**src/rtl/sdpram_wr_ctrl.sv**
```systemverilog
// Write-port controller for the 1024x8 simple dual-port RAM: pattern fill or stream fill.
// Optional frame checksum adder is built only when SDPRAM_WR_CSUM_EN is defined.
module sdpram_wr_ctrl #(
    parameter int ADDR_WIDTH = 10,
    parameter int DATA_WIDTH = 8
) (
    input  logic                  wr_clk,
    input  logic                  tb_wr_rst,
    input  logic                  start,
    input  logic                  mode,
    input  logic                  s_valid,
    input  logic [DATA_WIDTH-1:0] s_data,
    input  logic                  s_last,
    output logic                  s_ready,
    input  logic                  rd_ack,
    output logic                  wr_en,
    output logic [ADDR_WIDTH-1:0] wr_addr,
    output logic [DATA_WIDTH-1:0] wr_data,
    output logic                  busy,
    output logic                  frame_done,
    output logic [ADDR_WIDTH:0]   frame_len,
    output logic                  overflow,
    output logic [DATA_WIDTH-1:0] csum
);

    localparam int DEPTH = 2 ** ADDR_WIDTH;
    localparam logic [ADDR_WIDTH:0] DEPTH_C = (ADDR_WIDTH + 1)'(DEPTH);
    localparam logic [ADDR_WIDTH:0] LAST_C  = DEPTH_C - 1'b1;

    typedef enum logic [1:0] {
        S_IDLE,
        S_FILL,
        S_STREAM,
        S_DONE
    } state_t;

    state_t                state_q, state_d;
    logic [ADDR_WIDTH:0]   cnt_q, cnt_d;
    logic [DATA_WIDTH-1:0] pat_q, pat_d;
    logic                  last_q, last_d;
    logic                  ovf_q, ovf_d;
    logic                  wr_en_q, wr_en_d;
    logic [ADDR_WIDTH-1:0] wr_addr_q, wr_addr_d;
    logic [DATA_WIDTH-1:0] wr_data_q, wr_data_d;
    logic                  beat;
    logic [DATA_WIDTH-1:0] beat_data;

    always_comb begin
        state_d   = state_q;
        cnt_d     = cnt_q;
        pat_d     = pat_q;
        last_d    = last_q;
        ovf_d     = ovf_q;
        wr_en_d   = 1'b0;
        wr_addr_d = wr_addr_q;
        wr_data_d = wr_data_q;
        s_ready   = 1'b0;
        beat      = 1'b0;
        beat_data = s_data;
        unique case (state_q)
            S_IDLE: begin
                if (start) begin
                    cnt_d   = '0;
                    ovf_d   = 1'b0;
                    last_d  = 1'b0;
                    pat_d   = '1;
                    state_d = mode ? S_STREAM : S_FILL;
                end
            end
            S_FILL: begin
                if (cnt_q == DEPTH_C) begin
                    state_d = S_DONE;
                end else begin
                    beat      = 1'b1;
                    beat_data = pat_q;
                    pat_d     = pat_q - 1'b1;
                end
            end
            S_STREAM: begin
                // last_q gives one idle cycle so the final write commits before DONE
                if (last_q) begin
                    state_d = S_DONE;
                end else begin
                    s_ready = 1'b1;
                    if (s_valid) begin
                        beat = 1'b1;
                        if (s_last || cnt_q == LAST_C) last_d = 1'b1;
                        if (!s_last && cnt_q == LAST_C) ovf_d = 1'b1;
                    end
                end
            end
            S_DONE: begin
                if (rd_ack) state_d = S_IDLE;
            end
            default: state_d = S_IDLE;
        endcase
        if (beat) begin
            wr_en_d   = 1'b1;
            wr_addr_d = cnt_q[ADDR_WIDTH-1:0];
            wr_data_d = beat_data;
            cnt_d     = cnt_q + 1'b1;
        end
    end

    always_ff @(posedge wr_clk or posedge tb_wr_rst) begin
        if (tb_wr_rst) begin
            state_q   <= S_IDLE;
            cnt_q     <= '0;
            pat_q     <= '0;
            last_q    <= 1'b0;
            ovf_q     <= 1'b0;
            wr_en_q   <= 1'b0;
            wr_addr_q <= '0;
            wr_data_q <= '0;
        end else begin
            state_q   <= state_d;
            cnt_q     <= cnt_d;
            pat_q     <= pat_d;
            last_q    <= last_d;
            ovf_q     <= ovf_d;
            wr_en_q   <= wr_en_d;
            wr_addr_q <= wr_addr_d;
            wr_data_q <= wr_data_d;
        end
    end

`ifdef SDPRAM_WR_CSUM_EN
    logic [DATA_WIDTH-1:0] csum_q, csum_d;

    always_comb begin
        csum_d = csum_q;
        if (state_q == S_IDLE && start) csum_d = '0;
        else if (beat) csum_d = csum_q + beat_data;
    end

    always_ff @(posedge wr_clk or posedge tb_wr_rst) begin
        if (tb_wr_rst) csum_q <= '0;
        else csum_q <= csum_d;
    end

    assign csum = csum_q;
`else
    assign csum = '0;
`endif

    // the beat counter doubles as the frame length, held until the next start
    assign frame_len  = cnt_q;
    assign overflow   = ovf_q;
    assign wr_en      = wr_en_q;
    assign wr_addr    = wr_addr_q;
    assign wr_data    = wr_data_q;
    assign busy       = (state_q != S_IDLE);
    assign frame_done = (state_q == S_DONE);

endmodule
```
**config.mk**
```make
export PLATFORM = sky130hd
export DESIGN_NAME = sdpram_wr_ctrl
export DESIGN_NICKNAME = d
export VERILOG_FILES = /design/src/rtl/sdpram_wr_ctrl.sv
export SDC_FILE = /design/constraint.sdc
export NUM_CORES = 1
export LEC_CHECK = 0
export CORE_MARGIN = 5
export CORE_UTILIZATION = 53
export DETAILED_ROUTE_END_ITERATION = 8
export GPL_TIMING_DRIVEN = 0
export PLACE_DENSITY_LB_ADDON = 0.1
export SLEW_MARGIN = 15
export SYNTH_ARGS = -nofsm -noshare
export SYNTH_HDL_FRONTEND = slang
export SYNTH_SLANG_ARGS = --single-unit
```
**constraint.sdc**
```tcl
create_clock -name wr_clk -period 3 [get_ports wr_clk]
set_input_delay 0.6 -clock wr_clk [delete_from_list [all_inputs] [get_ports wr_clk]]
set_output_delay 0.6 -clock wr_clk [all_outputs]
set_load 0.02 [all_outputs]
```
Yosys cells after proc, flatten, opt, wreduce, memory -nomap -nowiden
Cells that the tools add are included. W data, S select, Z words.

Register bits after elaboration: 42. Input bits: 15. Word-level logic and storage cells: 67.

Add/sub/neg operators: 2. Equal/unequal tests: 13. Muxes and demuxes: 30. Reductions and logical operators: 14.

Operator list (count): $mux W11 (3); $mux W8 (4); $ne A2 B2 Y1 const B (8); $pmux W8 S2 (1); $mux W1 (13); $add A11 B1 Y11 const B (1); $eq A11 B10 Y1 const B (1); $eq A11 B11 Y1 const B (1); $mux W2 (5); $reduce_bool A2 Y1 (5); $pmux W2 S4 (1); $sub A8 B1 Y8 const B (1); $pmux W1 S2 (3); $reduce_and A5 Y1 (1); $eq A2 B2 Y1 const B (2); $reduce_and A2 Y1 (2); $reduce_and A4 Y1 (1); $reduce_and A3 Y1 (1); $eq A2 B1 Y1 const B (1); $logic_not A2 Y1 (1); $logic_and A1 B1 Y1 (1); $logic_not A1 Y1 (1); $logic_or A1 B1 Y1 (1).

Depth between registers and ports, before layout
Gate-level depths: netlist (run 1).

Depth in word-level cells: 6. Depth in mapped cells: 8.

Least setup slack after synthesis (run 1)
OpenSTA, ideal clock, no wires.

Path type: register to register. Start: reg cnt_q[0] (netlist: frame_len[0]). End: reg wr_data_q[0] (netlist: wr_data[0]). Setup time: 125 ps. Arrival: 2066 ps. Slack: 809 ps. Stages on the path, launching flop included: 8. Path buffers: 1. Period minus slack after synthesis: 2191 ps. Path through: dfrtp_1 -> inv_1 -> ha_1 -> and4bb_2 -> a31oi_4 -> buf_6 -> mux2_4 -> mux2_2.

Word-level cells in the longest chain between the ends: 3. Elaborated cells on any way between the ends: 5. Those cells by class: 1 x eq/ne; 4 x mux.

Ends and longest elaborated chain: start: declaration (RTL line 38) `logic [ADDR_WIDTH:0] cnt_q, cnt_d;`; start signal: assignment (RTL line 117) `cnt_q <= cnt_d;`; $eq A11 B11 Y1 (*) (RTL line 71) `if (cnt_q == DEPTH_C) begin`; $mux W1 / $mux W8 (equally long branches) (RTL line 71); $pmux W1 S2 / $mux W8 (equally long branches) (RTL line 60) `unique case (state_q)`; end signal: assignment (RTL line 123) `wr_data_q <= wr_data_d;`; end: declaration (RTL line 44) `logic [DATA_WIDTH-1:0] wr_data_q, wr_data_d;`.

Mark *: on every way between the ends. The rest lies on a longest branch, timed or not. A chain may end at the register's enable or synchronous reset.

Final worst setup path (run 1)
Start: reg state_q[0]. End: out s_ready.

Word-level cells in the longest chain between the ends: 2.

Ends and longest elaborated chain: start: declaration (RTL line 37) `state_t state_q, state_d;`; start signal: assignment (RTL line 116) `state_q <= state_d;`; $eq A2 B2 Y1 (RTL line 60); $mux W1 (RTL line 60); end: declaration (RTL line 14) `output logic s_ready,`.

No other way between the ends.

==> impl_metrics.env, run 1 <==
export IMPL_tritoncts="done"
export IMPL_worstHoldPathType="register to register"
export IMPL_worst_slew_pin_transition_ns=0.585
export IMPL_final_cells=346
export IMPL_internal_power_w=0.00184
export IMPL_worst_endpoint_required_ns=2.40
export IMPL_synth_seq_area_share=0.442
export IMPL_yosysMostFrequentCell="dfrtp_1"
export IMPL_critical_path_startpoint_type="register"
export IMPL_rsz0062_at_grt="false"
export IMPL_worst_ep_arrival_time_ns=1.92
export IMPL_holdBufCountCts=0
export IMPL_drive_above_1_share=0.170
export IMPL_global_route_overflow_total=0
export IMPL_layout_area_overhead_vs_synth_pct=29.4
export IMPL_slew_limit_headroom=0.607
export IMPL_initial_utilization=0.547
export IMPL_clock_tree_htree_level_count=2
export IMPL_switching_power_w=0.00135
export IMPL_global_route_wire_length_before_repair_mm=9.43
export IMPL_dp_hpwl_mm=3.92
export IMPL_grt_start_max_net_pins=27
export IMPL_detail_route_iter0_violations=149
export IMPL_cp_slowest_cell="clkdlybuf4s50_1"
export IMPL_synth_edf_count=0
export IMPL_post_cts_setup_buffer_count=0
export IMPL_row_count=24
export IMPL_ir_drop_mv=0.610
export IMPL_seq_power_share=0.313
export IMPL_dp_cells=338
export IMPL_num_vias=1944
export IMPL_post_synth_main_area_contributors="dfrtp_1 (44%), mux2_2 (7.6%), o21ai_0 (6.1%)"
export IMPL_leakagePower_nw=1.33
export IMPL_criticalPathCategory="register to primary output"
export IMPL_yosys_area_top_type_share=0.442
export IMPL_syn_area_per_cell_sq_um=10.3
export IMPL_most_used_flip_flop_cell_after_synthesis="dfrtp_1"
export IMPL_tritoncts_num_buffers=5
export IMPL_synthesis_instances=230
export IMPL_dieHeight_um=77.0
export IMPL_finalSetupViolCount=0
export IMPL_grt_pass1_vias=1938
export IMPL_design_final_nets=316
export IMPL_final_period_minus_worst_setup_slack_ns=2.52
export IMPL_swShare=0.423
export IMPL_dr_pass1_iters=4
export IMPL_cts_root_buffer="clkbuf_8"
export IMPL_maxClockFrequency_mhz=396
export IMPL_finalWeightedCongestion=0.811
export IMPL_yosysUniqueCellTypes=46
export IMPL_detail_route_antenna_nets=0
export IMPL_status="complete, no violations"
export IMPL_die_width_um=77.0
export IMPL_synth_top_cells_by_count="dfrtp_1 (42), o21ai_0 (29), inv_1 (19), mux2_2 (16)"
export IMPL_postRouteWirelength_mm=5.41
export IMPL_core_sq_um=4350
export IMPL_clkLatencyLatePin_ns=0.30
export IMPL_worst_setup_end_kind="primary output"
export IMPL_netlist_area_sq_um=2380
export IMPL_fillers=352
export IMPL_tritoncts_num_sinks=42
export IMPL_drt_wirelength_per_cell_um=15.6
export IMPL_critical_path_cell_chain="inv_1, ha_1, nor2b_1, clkdlybuf4s50_1"
export IMPL_ioPinCount=57
export IMPL_crit_path_max_fanout=5
export IMPL_clock_power_share=0.139
export IMPL_clkTransAtPathRegs_ns=0.08
export IMPL_final_hold_violation_count=0
export IMPL_crit_family="buffers and inverters"
export IMPL_pwr_share_comb=0.547
export IMPL_die_area_sq_um=5930
export IMPL_synth_top_cell_by_area="dfrtp_1"
export IMPL_clock_tree_buffer_depth=2
export IMPL_port_buffers=48
export IMPL_synth_async_sr_flop_share=1.00
export IMPL_maxCapViolCount=0
export IMPL_yosysWarningCount=0
export IMPL_global_route_total_usage_across_every_layer=0.192
export IMPL_setup_tns_final_ns=0
export IMPL_total_of_flip_flops_plus_latches_after_synthesis=42
export IMPL_clock_skew_final_ns=0.00674
export IMPL_crit_path_max_incr_delay_ns=0.63
export IMPL_drv_slew=0
export IMPL_antenna_cells_inserted=0
export IMPL_final_critical_path_share_of_the_clock_period=0.841
export IMPL_viasPerCell=5.62
export IMPL_cts_repair_resized=0
export IMPL_post_route_drc_count=0
export IMPL_power_per_cell_area_nw_per_um2=1040
export IMPL_grt_antenna_before_repair=0
export IMPL_worstPathBufferInverterCount=2
power groups by stage:
stage               clock network [W]  logic [W]  registers, W
floorplan                           0   0.000951       0.00116
global placement                    0    0.00170       0.00100
detailed placement                  0    0.00175       0.00101
CTS                          0.000454    0.00176      0.000999
global route                 0.000478    0.00191       0.00104
finish                       0.000445    0.00174      0.000999
worst reg2reg max path, cell delays in order, from the launching register on:
cell and delay (ns):
dfrtp_1 0.41, inv_1 0.14, ha_1 0.24, and3b_1 0.19, clkbuf_1 0.31, o21ai_0 0.27
o21ai_1 0.54, o221ai_1 0.21
cell families (layout without fill, tap and decap cells):
logic type               after synthesis  in the layout  share of synthesized area
flip-flops                            42             42                      0.442
AO/OA/AOI/OAI                         49             49                      0.134
XOR/XNOR                               2              2                    0.00736
AND/OR/NAND/NOR                       62             62                      0.154
multiplexers                          31             31                      0.145
other                                  1              8                    0.00158
buffers and inverters                 35             92                     0.0747
adder cells (fa/ha/maj)                8              8                     0.0421
metrics by stage:
step / area, sq um / setup WS [ns] / util / hold WS (ns) / power, W
floorplan: 2410 / 0.809 / - / 0.481 / 0.00211
global placement: 2950 / 0.283 / 0.678 / 0.487 / 0.00271
detailed placement: 2970 / 0.269 / 0.682 / 0.492 / 0.00276
CTS: 3080 / 0.467 / 0.707 / 0.512 / 0.00321
global route: 3080 / 0.293 / 0.707 / 0.519 / 0.00343
finish: 3080 / 0.477 / 0.707 / 0.505 / 0.00319
final timing paths:
path                                             start                        to  slack [ns]  depth (start not counted)
worst max-delay path            state_q[0]$_DFFE_PP0P_                   s_ready        0.48                          4
worst min-delay path            wr_data[6]$_DFFE_PP0P_    wr_data[6]$_DFFE_PP0P_        0.51                          1
worst max register to register  state_q[0]$_DFFE_PP0P_  frame_len[7]$_DFFE_PP0P_        0.54                          7
worst min register to register  wr_data[6]$_DFFE_PP0P_    wr_data[6]$_DFFE_PP0P_        0.51                          1
max in group asynchronous                    tb_wr_rst    state_q[0]$_DFFE_PP0P_        1.93                          3
min in group asynchronous                    tb_wr_rst  frame_len[3]$_DFFE_PP0P_        0.60                          2
metal layers:
layer  GRT usage  share of wire  up-vias  wire length, um
met3      0.0410          0.055        7              295
li1            -              -      936                -
met1       0.262           0.46      937             2500
met4      0.0653          0.014        0               74
met2       0.304           0.47       64             2530
met5           0              0        -                0
flip-flops by register name, indices dropped and copies added, names as in the netlist:
| name | flops |
|---|---|
| pat_q | 8 |
| state_q | 2 |
| wr_addr | 10 |
| overflow | 1 |
| wr_data | 8 |
| last_q | 1 |
| frame_len | 11 |
| wr_en | 1 |
cell type report:
class	instances	area [sq um]	area share
plain buffers	16	106	0.0345
clock buffers	5	68.8	0.0223
clock inverters	3	40.0	0.0130
inverters	19	71.3	0.0232
multi-input cells	160	1180	0.382
flip-flops and latches	42	1050	0.341
well taps	52	65.1	0.0211
repair buffers	49	500	0.162
layout by cell type, fill, tap and decap left out, types with 2 or more instances in the layout:
master,synthesis,layout
nor2b_1,2,2
or4_1,2,2
o21ai_0,29,29
clkdlybuf4s50_1,0,48
clkbuf_8,0,5
xor2_1,2,2
conb_1,1,8
clkbuf_1,5,5
inv_1,19,18
ha_1,8,8
nor2_1,10,10
dfrtp_1,42,42
or3b_2,2,2
mux2_2,16,16
o221ai_1,4,4
or3_1,3,3
a21oi_1,4,4
mux2i_1,12,12
nor3_1,4,4
mux2_4,3,3
a211o_1,3,3
buf_6,2,2
nand4_1,3,3
nand2_1,12,12
buf_4,8,8
clkinv_2,0,2
nand2b_1,3,3
o2111ai_1,2,2
nand3_1,9,9
Power figures use the tool's default switching activity.
==> run 2, diff against run 1 <==
CORE_UTILIZATION = 50   (was 53)
clock period = 2.4 ns   (was 3 ns; I/O delays follow)
==> impl_metrics.env, run 2 (synthesis results as in run 1) <==
export IMPL_status="complete, no violations"
export IMPL_worst_hold_slack_ns=0.466
export IMPL_post_route_cell_area_sq_um=3090
export IMPL_clock_skew_final_ns=0.00650
export IMPL_grt_pass1_vias=1853
export IMPL_worstHoldPathType="input pin to async pin"
export IMPL_worst_ep_arrival_time_ns=2.45
export IMPL_num_vias=1905
export IMPL_finalWeightedCongestion=0.786
export IMPL_crit_start="frame_len[1]$_DFFE_PP0P_"
export IMPL_power_total_w=0.00396
export IMPL_final_critical_path_share_of_the_clock_period=0.943
export IMPL_initial_utilization=0.511
export IMPL_worst_r2r_path_depth=7
export IMPL_grt_start_max_net_pins=27
export IMPL_r2r_end="wr_data[0]$_DFFE_PP0P_"
export IMPL_maxClockFrequency_mhz=442
export IMPL_detail_route_iter0_violations=114
export IMPL_layout_area_overhead_vs_synth_pct=29.8
export IMPL_power_per_cell_area_nw_per_um2=1280
export IMPL_cts_root_buffer="clkbuf_8"
export IMPL_reg2reg_from="frame_len[1]$_DFFE_PP0P_"
export IMPL_antenna_cells_inserted=0
export IMPL_worst_endpoint_required_ns=2.58
export IMPL_tritoncts_num_sinks=42
export IMPL_largest_register_ffs=11
export IMPL_placedInstanceArea_sq_um=2970
export IMPL_die_width_um=79.0
export IMPL_port_buffers=48
export IMPL_clkTransAtPathRegs_ns=0.08
export IMPL_ir_drop_mv=0.697
export IMPL_viasPerCell=5.49
export IMPL_ioPinCount=57
export IMPL_final_period_minus_worst_setup_slack_ns=2.26
export IMPL_post_route_drc_count=0
export IMPL_detail_route_antenna_nets=0
export IMPL_drive_above_1_share=0.174
export IMPL_setup_reg_to_reg_worst_slack_ns=0.14
export IMPL_leakagePower_nw=1.34
export IMPL_tritoncts="done"
export IMPL_final_cell_mix="clkdlybuf4s50_1 (47), dfrtp_1 (41), o21ai_0 (28)"
export IMPL_final_common_cell="clkdlybuf4s50_1"
export IMPL_rsz0062_at_grt="false"
export IMPL_core_sq_um=4660
export IMPL_critical_path_startpoint_type="register"
export IMPL_design_final_nets=315
export IMPL_row_count=25
export IMPL_drt_wirelength_per_cell_um=14.8
export IMPL_criticalPathCategory="register to register"
export IMPL_postRouteWirelength_mm=5.14
export IMPL_clkLatencyLatePin_ns=0.30
export IMPL_grt_antenna_before_repair=0
export IMPL_global_route_overflow_total=0
export IMPL_timing_critical_path_to="wr_data[0]$_DFFE_PP0P_"
export IMPL_clock_tree_buffer_depth=2
export IMPL_final_cells=347
export IMPL_tritoncts_num_buffers=5
export IMPL_finalSetupViolCount=0
export IMPL_clock_tree_htree_level_count=2
export IMPL_dp_hpwl_mm=3.83
export IMPL_maxCapViolCount=0
export IMPL_dr_pass1_iters=4
export IMPL_dieHeight_um=79.0
export IMPL_worst_setup_end_kind="register"
export IMPL_crit_path_max_fanout=10
export IMPL_global_route_wire_length_before_repair_mm=8.83
export IMPL_global_route_total_usage_across_every_layer=0.181
export IMPL_dp_cells=340
export IMPL_final_hold_violation_count=0
export IMPL_drv_slew=0
export IMPL_die_area_sq_um=6240
[run 2: cell count changes in the layout (fill, tap and decap cells not counted), sizes merged]
cell / delta
clkinvlp: +1
dlymetal6s2s: +1
clkdlybuf4s50: -1
clkinv: -2
[run 2: worst min path at each step]
| stage | slack, ns | end | cells after the start | from |
|---|---|---|---|---|
| finish | 0.47 | wr_en$_DFF_PP0_ | 2 | tb_wr_rst |
| global route | 0.51 | wr_en$_DFF_PP0_ | 2 | tb_wr_rst |
| CTS | 0.47 | wr_en$_DFF_PP0_ | 2 | tb_wr_rst |
| detailed placement | 0.49 | wr_data[1]$_DFFE_PP0P_ | 1 | wr_data[1]$_DFFE_PP0P_ |
| global placement | 0.49 | wr_data[3]$_DFFE_PP0P_ | 1 | wr_data[3]$_DFFE_PP0P_ |
| floorplan | 0.48 | pat_q[2]$_DFFE_PP0P_ | 1 | pat_q[2]$_DFFE_PP0P_ |
[run 2: per-stage QoR]
stage / setup slack [ns] / setup TNS [ns] / utilization
after global routing: 0.0131 / 0 / 0.663
after CTS: 0.000933 / 0 / 0.662
after global placement: -0.177 / -0.801 / 0.634
after floorplan: 0.209 / 0 / -
final: 0.136 / 0 / 0.663
after detailed placement: -0.173 / -0.741 / 0.638
[run 2: worst max-delay path: stages (launching register included)]
cell and delay, ns:
dfrtp_1 0.47, inv_1 0.09, ha_1 0.20, and4bb_2 0.28
a31oi_4 0.33, buf_6 0.22, mux2_4 0.30, mux2_2 0.26
[run 2: repair_timing]
item / CTS / global route
hold buffers: 0 / 0
setup endpoints to repair: 0 / 20
gates resized for setup: 0 / 4
setup buffers: 0 / 0
[run 2: metal layers]
| layer | share of wire | vias up | GRT usage |
|---|---|---|---|
| li1 | - | 942 | - |
| met1 | 0.42 | 906 | 0.217 |
| met2 | 0.51 | 50 | 0.316 |
| met3 | 0.049 | 7 | 0.0397 |
| met4 | 0.015 | 0 | 0.0670 |
| met5 | 0 | - | 0 |
[run 2: power breakdown]
group          internal, W  switching, W
Clock             0.000310      0.000241
Sequential        0.000983      0.000272
Combinational      0.00101       0.00114
[run 2: final cells by class]
class,instances,area [sq um]
fill,390,1570
multi-input combinational,160,1180
sequential,42,1050
timing repair buffer,49,503
buffer,15,103
clock buffer,6,72.6
inverter,19,71.3
tap,54,67.6
clock inverter,2,37.5
==> run 3, diff against run 2 <==
--- a/constraint.sdc
+++ b/constraint.sdc
@@ -3,2 +3,2 @@
 set_output_delay 0.48 -clock wr_clk [all_outputs]
-set_load 0.02 [all_outputs]
+set_load 0.05 [all_outputs]
==> impl_metrics.env, run 3 (synthesis results as in run 1) <==
export IMPL_drive_above_1_share=0.180
export IMPL_worst_ep_arrival_time_ns=2.48
export IMPL_cts_root_buffer="clkbuf_8"
export IMPL_critical_path_startpoint_type="register"
export IMPL_worst_hold_slack_ns=0.490
export IMPL_seq_power_share=0.278
export IMPL_clock_power_share=0.123
export IMPL_worstHoldPathType="input pin to async pin"
export IMPL_design_final_nets=316
export IMPL_swShare=0.489
export IMPL_drt_wirelength_per_cell_um=14.5
export IMPL_dr_pass1_iters=4
export IMPL_largest_register_ffs=11
export IMPL_final_critical_path_share_of_the_clock_period=0.959
export IMPL_die_width_um=79.0
export IMPL_die_area_sq_um=6240
export IMPL_initial_utilization=0.511
export IMPL_slew_limit_headroom=0.660
export IMPL_global_route_overflow_total=0
export IMPL_global_route_total_usage_across_every_layer=0.182
export IMPL_layout_area_overhead_vs_synth_pct=29.9
export IMPL_worst_slew_pin_transition_ns=0.509
export IMPL_status="complete, no violations"
export IMPL_post_route_cell_area_sq_um=3090
export IMPL_num_vias=1911
export IMPL_leakagePower_nw=1.34
export IMPL_crit_path_max_fanout=10
export IMPL_power_per_cell_area_nw_per_um2=1450
export IMPL_post_route_drc_count=0
export IMPL_clkTransAtPathRegs_ns=0.08
export IMPL_ioPinCount=57
export IMPL_switching_power_w=0.00219
export IMPL_worst_endpoint_required_ns=2.58
export IMPL_dieHeight_um=79.0
export IMPL_fin_util=0.663
export IMPL_final_hold_violation_count=0
export IMPL_criticalPathCategory="register to register"
export IMPL_tritoncts_num_buffers=5
export IMPL_detail_route_iter0_violations=129
export IMPL_finalWeightedCongestion=0.831
export IMPL_clock_tree_htree_level_count=2
export IMPL_grt_start_max_net_pins=25
export IMPL_postRouteWirelength_mm=5.06
export IMPL_pwr_share_comb=0.599
export IMPL_placedInstanceArea_sq_um=2980
export IMPL_maxClockFrequency_mhz=434
export IMPL_global_route_wire_length_before_repair_mm=9.01
export IMPL_clock_tree_buffer_depth=2
export IMPL_final_period_minus_worst_setup_slack_ns=2.30
export IMPL_row_count=25
export IMPL_fillers=396
export IMPL_port_buffers=48
export IMPL_viasPerCell=5.49
export IMPL_grt_antenna_before_repair=0
export IMPL_rsz0062_at_grt="false"
export IMPL_clock_skew_final_ns=0.00607
export IMPL_antenna_cells_inserted=0
export IMPL_clkLatencyLatePin_ns=0.30
export IMPL_crit_path_max_incr_delay_ns=0.48
export IMPL_tritoncts_num_sinks=42
export IMPL_core_sq_um=4660
export IMPL_dp_hpwl_mm=3.80
export IMPL_grt_pass1_vias=1935
export IMPL_final_cell_mix="clkdlybuf4s50_1 (46), dfrtp_1 (41), o21ai_0 (28)"
export IMPL_critical_path_cell_chain="inv_1, ha_1, and4bb_2, a31oi_4, buf_6, mux2_4, mux2_2"
export IMPL_cp_slowest_cell="dfrtp_1"
export IMPL_drv_slew=0
export IMPL_holdBufCountCts=0
export IMPL_tritoncts="done"
export IMPL_worst_setup_end_kind="register"
export IMPL_final_common_cell="clkdlybuf4s50_1"
export IMPL_maxCapViolCount=0
export IMPL_detail_route_antenna_nets=0
export IMPL_finalSetupViolCount=0
export IMPL_ir_drop_mv=0.798
export IMPL_internal_power_w=0.00229
run 3: routing by layer:
layer | global-route usage | wire (um)
met3 | 0.0385 | 284
met4 | 0.0722 | 85
met2 | 0.308 | 2510
met1 | 0.226 | 2180
met5 | 0 | 0
run 3: stage by stage:
| step | TNS [ns] | instances | setup WS [ns] | total power (W) |
|---|---|---|---|---|
| floorplan | 0 | 237 | 0.0324 | 0.00317 |
| global placement | -1.25 | 339 | -0.207 | 0.00392 |
| detailed placement | -1.34 | 340 | -0.231 | 0.00396 |
| CTS | 0 | 348 | 0.0186 | 0.00453 |
| global route | 0 | 348 | 0.00522 | 0.00479 |
| finish | 0 | 348 | 0.0973 | 0.00449 |
run 3: timing repair:
action	in CTS	in global routing
buffers inserted	0	0
pin swaps	0	0
endpoints found under the setup margin	2	12
gates resized for setup	2	4
run 3: path summary, 6_finish.rpt:
path                                     startpoint                  endpoint  cells after the start  slack [ns]
setup / recovery           frame_len[1]$_DFFE_PP0P_    wr_data[2]$_DFFE_PP0P_                      7         0.1
hold / removal                            tb_wr_rst           wr_en$_DFF_PP0_                      2        0.49
setup reg to reg           frame_len[1]$_DFFE_PP0P_    wr_data[2]$_DFFE_PP0P_                      7         0.1
hold reg to reg              wr_data[3]$_DFFE_PP0P_    wr_data[3]$_DFFE_PP0P_                      1        0.51
max in group asynchronous                 tb_wr_rst  frame_len[7]$_DFFE_PP0P_                      3        1.43
min in group wr_clk          wr_data[3]$_DFFE_PP0P_    wr_data[3]$_DFFE_PP0P_                      1        0.51
run 3: area by class of cell:
cell class              instances  area, sq um  share of cell area
clock inverters                 3         40.0              0.0130
plain buffers                  16          108              0.0348
clock buffers                   5         68.8              0.0223
repair buffers                 49          502               0.162
inverters                      19         71.3              0.0231
multi-input cells             160         1180               0.382
well taps                      54         67.6              0.0219
flip-flops and latches         42         1050               0.340
run 3: worst max-delay path: cells and delay by family, from the launching register on:
kind                     cells  cell delay [ns]
AO/OA/AOI/OAI                1             0.35
adder cells (fa/ha/maj)      1             0.19
buffers and inverters        2             0.31
flip-flops                   1             0.48
multiplexers                 2             0.56
AND/OR/NAND/NOR              1             0.29
run 3: power groups by stage:
stage	clock network [W]	registers [W]	logic (W)
2_1_floorplan	0	0.00190	0.00127
4_1_cts	0.000566	0.00125	0.00271
5_1_grt	0.000600	0.00130	0.00290
6_report	0.000551	0.00125	0.00269
3_5_place_dp	0	0.00126	0.00270
3_3_place_gp	0	0.00125	0.00266
